$ cat config.mk
export PLATFORM = sky130hd
export DESIGN_NAME = n_serial_loader
export DESIGN_NICKNAME = d
export VERILOG_FILES = /design/src/rtl/n_serial_loader.sv
export SDC_FILE = /design/constraint.sdc
export NUM_CORES = 1
export LEC_CHECK = 0
export CORE_ASPECT_RATIO = 0.75
export CORE_MARGIN = 2
export CORE_UTILIZATION = 25
export DETAILED_ROUTE_END_ITERATION = 12
export SLEW_MARGIN = 25
export SYNTH_ARGS = -nofsm -noshare
export SYNTH_HDL_FRONTEND = slang
export SYNTH_SLANG_ARGS = --single-unit
$ cat constraint.sdc
create_clock -name clk -period 3.9 [get_ports clk]
set_input_delay 1.17 -clock clk [delete_from_list [all_inputs] [get_ports clk]]
set_output_delay 1.17 -clock clk [all_outputs]
set_load 0.005 [all_outputs]
$ cat src/rtl/n_serial_loader.sv
// Serial-to-parallel front end: assembles WIDTH-bit words from a qualified bit
// stream and emits each word with a one-cycle load strobe; stalled frames time out.
module n_serial_loader #(
   parameter int WIDTH     = 8,
   parameter int MSB_FIRST = 1,
   parameter int TIMEOUT   = 16
) (
   input  logic                     clk,
   input  logic                     reset,
   input  logic                     io_bitIn,
   input  logic                     io_bitValid,
   input  logic                     io_clear,
   output logic [WIDTH-1:0]         io_D,
   output logic                     io_enable,
   output logic [$clog2(WIDTH):0]   io_count,
   output logic                     io_error
);

   localparam int CW = $clog2(WIDTH) + 1;
   localparam int TW = $clog2(TIMEOUT + 1);

   localparam logic [0:0] S_IDLE  = 1'b0;
   localparam logic [0:0] S_SHIFT = 1'b1;

   logic [0:0]       state_q, state_d;
   logic [CW-1:0]    count_q, count_d;
   logic [WIDTH-1:0] shift_q, shift_d;
   logic [WIDTH-1:0] word_q, word_d;
   logic [TW-1:0]    idle_q, idle_d;
   logic             en_q, en_d;
   logic             err_q, err_d;
   logic [WIDTH-1:0] shifted;

   // Bit order is fixed at elaboration: the first bit ends up at the MSB or LSB.
   generate
      if (MSB_FIRST != 0) begin : g_msb_first
         assign shifted = {shift_q[WIDTH-2:0], io_bitIn};
      end else begin : g_lsb_first
         assign shifted = {io_bitIn, shift_q[WIDTH-1:1]};
      end
   endgenerate

   always_comb begin
      state_d = state_q;
      count_d = count_q;
      shift_d = shift_q;
      word_d  = word_q;
      idle_d  = idle_q;
      en_d    = 1'b0;
      err_d   = 1'b0;
      if (io_clear) begin
         state_d = S_IDLE;
         count_d = '0;
         shift_d = '0;
         idle_d  = '0;
      end else if (io_bitValid) begin
         idle_d = '0;
         if (state_q == S_SHIFT && count_q == CW'(WIDTH - 1)) begin
            state_d = S_IDLE;
            count_d = '0;
            shift_d = '0;
            word_d  = shifted;
            en_d    = 1'b1;
         end else begin
            state_d = S_SHIFT;
            count_d = count_q + CW'(1);
            shift_d = shifted;
         end
      end else if (state_q == S_SHIFT) begin
         // The edge on which the counter would reach TIMEOUT drops the frame.
         if (idle_q == TW'(TIMEOUT - 1)) begin
            state_d = S_IDLE;
            count_d = '0;
            shift_d = '0;
            idle_d  = '0;
            err_d   = 1'b1;
         end else begin
            idle_d = idle_q + TW'(1);
         end
      end
   end

   always_ff @(posedge clk or posedge reset) begin
      if (reset) begin
         state_q <= S_IDLE;
         count_q <= '0;
         shift_q <= '0;
         word_q  <= '0;
         idle_q  <= '0;
         en_q    <= 1'b0;
         err_q   <= 1'b0;
      end else begin
         state_q <= state_d;
         count_q <= count_d;
         shift_q <= shift_d;
         word_q  <= word_d;
         idle_q  <= idle_d;
         en_q    <= en_d;
         err_q   <= err_d;
      end
   end

   assign io_D      = word_q;
   assign io_enable = en_q;
   assign io_count  = count_q;
   assign io_error  = err_q;

endmodule

==> flow_summary.ini <==
[clock_tree]
cts_buffers = 3
hold_buffers = 0
cts_repair_resize_count = 0
cts_tree = built
clockBufferDepth = 2
cts.sinks = 27
root_buffer = clkbuf_8
htreeDepth = 1
cts.clk_slew.worst_paths_ns = 0.09
cts_setup_buffers = 0
clk_latency_ns = 0.27

[yosys]
avgSynthCellArea_um2 = 13.3
ys_types = 36
yosysSeqAreaShare_pct = 56.0
yosys_register_bits = 27
synth_cells = 91
synth_flop_cell = dfrtp_1
synthesis.area_mm2 = 0.00121
async_reset_ff_share_pct = 100
yosysWarnings = 0
synthesis.nets = 98
synth-edff-count = 0

[sta]
fin_skew_ns = 0.00479
fin_crit_ns = 2.78
finalCritPeriodShare_pct = 71.3
rsz0062_at_grt = false
finalSetupTns_ns = 0
tightestPinTransition_ns = 0.660
maxSlewHeadroom_pct = 55.8
setup_violations = 0
clock.fmax_mhz = 360
slew_violations = 0
finalHoldViolCount = 0
setup_ws_ns = 1.12
holdWs_ns = 0.520

[place]
place.gp.congestion = 0.750
dpl.hpwl_mm = 1.62
io_buffers = 18
pre_cts_ws_ns = 0.829

[detailed_routing]
drc = 0
drt_iter0_drc = 61
vias = 773
first_pass_iters = 4
wl_per_cell_um = 13.2
wl_mm = 2.20
vias_per_cell = 4.63
ant_nets = 0

[critical_path]
rrSetupSlack_ns = 2.00
crit_path_max_incr_delay_ns = 0.62
worstSetupPathType = in -> reg
crit_path_top_delay_cell = nand4bb_1
worstPathRequired_ns = 4.06
worstPathCellList = clkdlybuf4s50_1, nand2_1, nand4bb_1, mux2_4
critPathArrivalTime_ns = 2.94
endpoint_kind = flop
worstPathMaxFanout = 9
startpoint_type = input port

[pwr]
ir_drop_mv = 0.130
powerDensity_mw_per_mm2 = 322
p_leak_nw = 0.664

[floorplanning]
io_pins = 19
die_w_um = 84.2
core-area_mm2 = 0.00455
dieArea_mm2 = 0.00541
std_cell_rows = 21
start_util_pct = 26.6
die-height_um = 64.2

[grt]
antenna_found_initial = 0
grt_pass1_wl_mm = 3.80
grt_pass1_vias = 794
gr-usage-all-layers_pct = 8.81
grt_max_degree = 28
globalRoute.totalOverflow = 0

[cells_and_area]
mostFrequentLayoutCells = 27 x dfrtp_1, 18 x clkdlybuf4s50_1, 8 x mux2_4
syn_to_final_growth_pct = 23.1
finalNetCount = 118
diodes = 0
drive_above_1_share_pct = 18.2
mostFrequentLayoutCell = dfrtp_1

[status]
status = finished clean

[min_path]
hold_path_class = reg -> reg

[flow_run]
cap_viol_max_count = 0
## area by class of cell
cell class | count | area [µm²]
Fill cell | 460 | 3060
Sequential cell | 27 | 676
Multi-Input combinational cell | 58 | 499
Timing Repair Buffer | 18 | 180
Tap cell | 57 | 71.3
Clock buffer | 3 | 41.3
Inverter | 3 | 11.3
Clock inverter | 1 | 7.51
## logic make-up after synthesis
| group | count (synthesis) | synth area share, % |
|---|---|---|
| and+or+nand+nor | 27 | 14.5 |
| AOI/OAI and AO/OA | 19 | 13.2 |
| buffers and inverters | 6 | 2.69 |
| xor gates and xnor gates | 1 | 0.726 |
| DFF | 27 | 56.0 |
| adders and majority gates | 2 | 2.07 |
| muxes | 9 | 10.9 |
## critical path, delay by kind of cell
kind          cells  cell delay [ns]
simple gates      2             0.72
buf+inv           1             0.54
mux               1             0.50
## Yosys cell counts (2+ instances only)
library cell,instances,area [µm²]
a21oi_1,4,20.0
a22o_1,7,61.3
buf_2,2,10.0
dfrtp_1,27,676
ha_1,2,25.0
inv_1,3,11.3
mux2_4,8,120
nand2_1,4,15.0
nand2b_1,3,18.8
nand3_1,4,20.0
nor3_1,2,10.0
## final timing paths
check,startpoint,to,cells after the start
max,io_bitValid,io_D[5],4
min,shift_q[6],shift_q[6],1
max reg2reg,io_count[0],io_D[5],4
min reg2reg,shift_q[6],shift_q[6],1
max in group asynchronous,reset,io_error,2
min in group asynchronous,reset,io_D[4],2
## layer usage
metal | vias to the layer above | GRT usage (%) | share of wire, %
li1 | 370 | - | -
met2 | 23 | 13.6 | 47
met3 | 2 | 1.94 | 4.1
met1 | 378 | 12.0 | 48
met5 | - | 0 | 0
met4 | 0 | 3.63 | 0.77
## per-stage QoR
stage | cells | power [W] | instance area, µm² | util [%]
2_1_floorplan | 91 | 0.000312 | 1210 | -
3_3_place_gp | 163 | 0.000324 | 1440 | 31.6
3_5_place_dp | 163 | 0.000325 | 1440 | 31.6
4_1_cts | 167 | 0.000488 | 1490 | 32.7
5_1_grt | 167 | 0.000508 | 1490 | 32.7
6_report | 167 | 0.000479 | 1490 | 32.7
## flip-flops by register name, summed over array words and instances (netlist names)
name and cells:
idle_q 5, io_D 8, io_count 4, io_enable 1, io_error 1, shift_q 7
state_q 1
## report_power, final
part / internal (W) / switching, W
clock network: 0.0000724 / 0.0000879
registers: 0.000284 / 0.00000564
logic: 0.0000135 / 0.0000159
total: 0.000370 / 0.000109
Note: power is estimated with default switching activity, not from simulation.
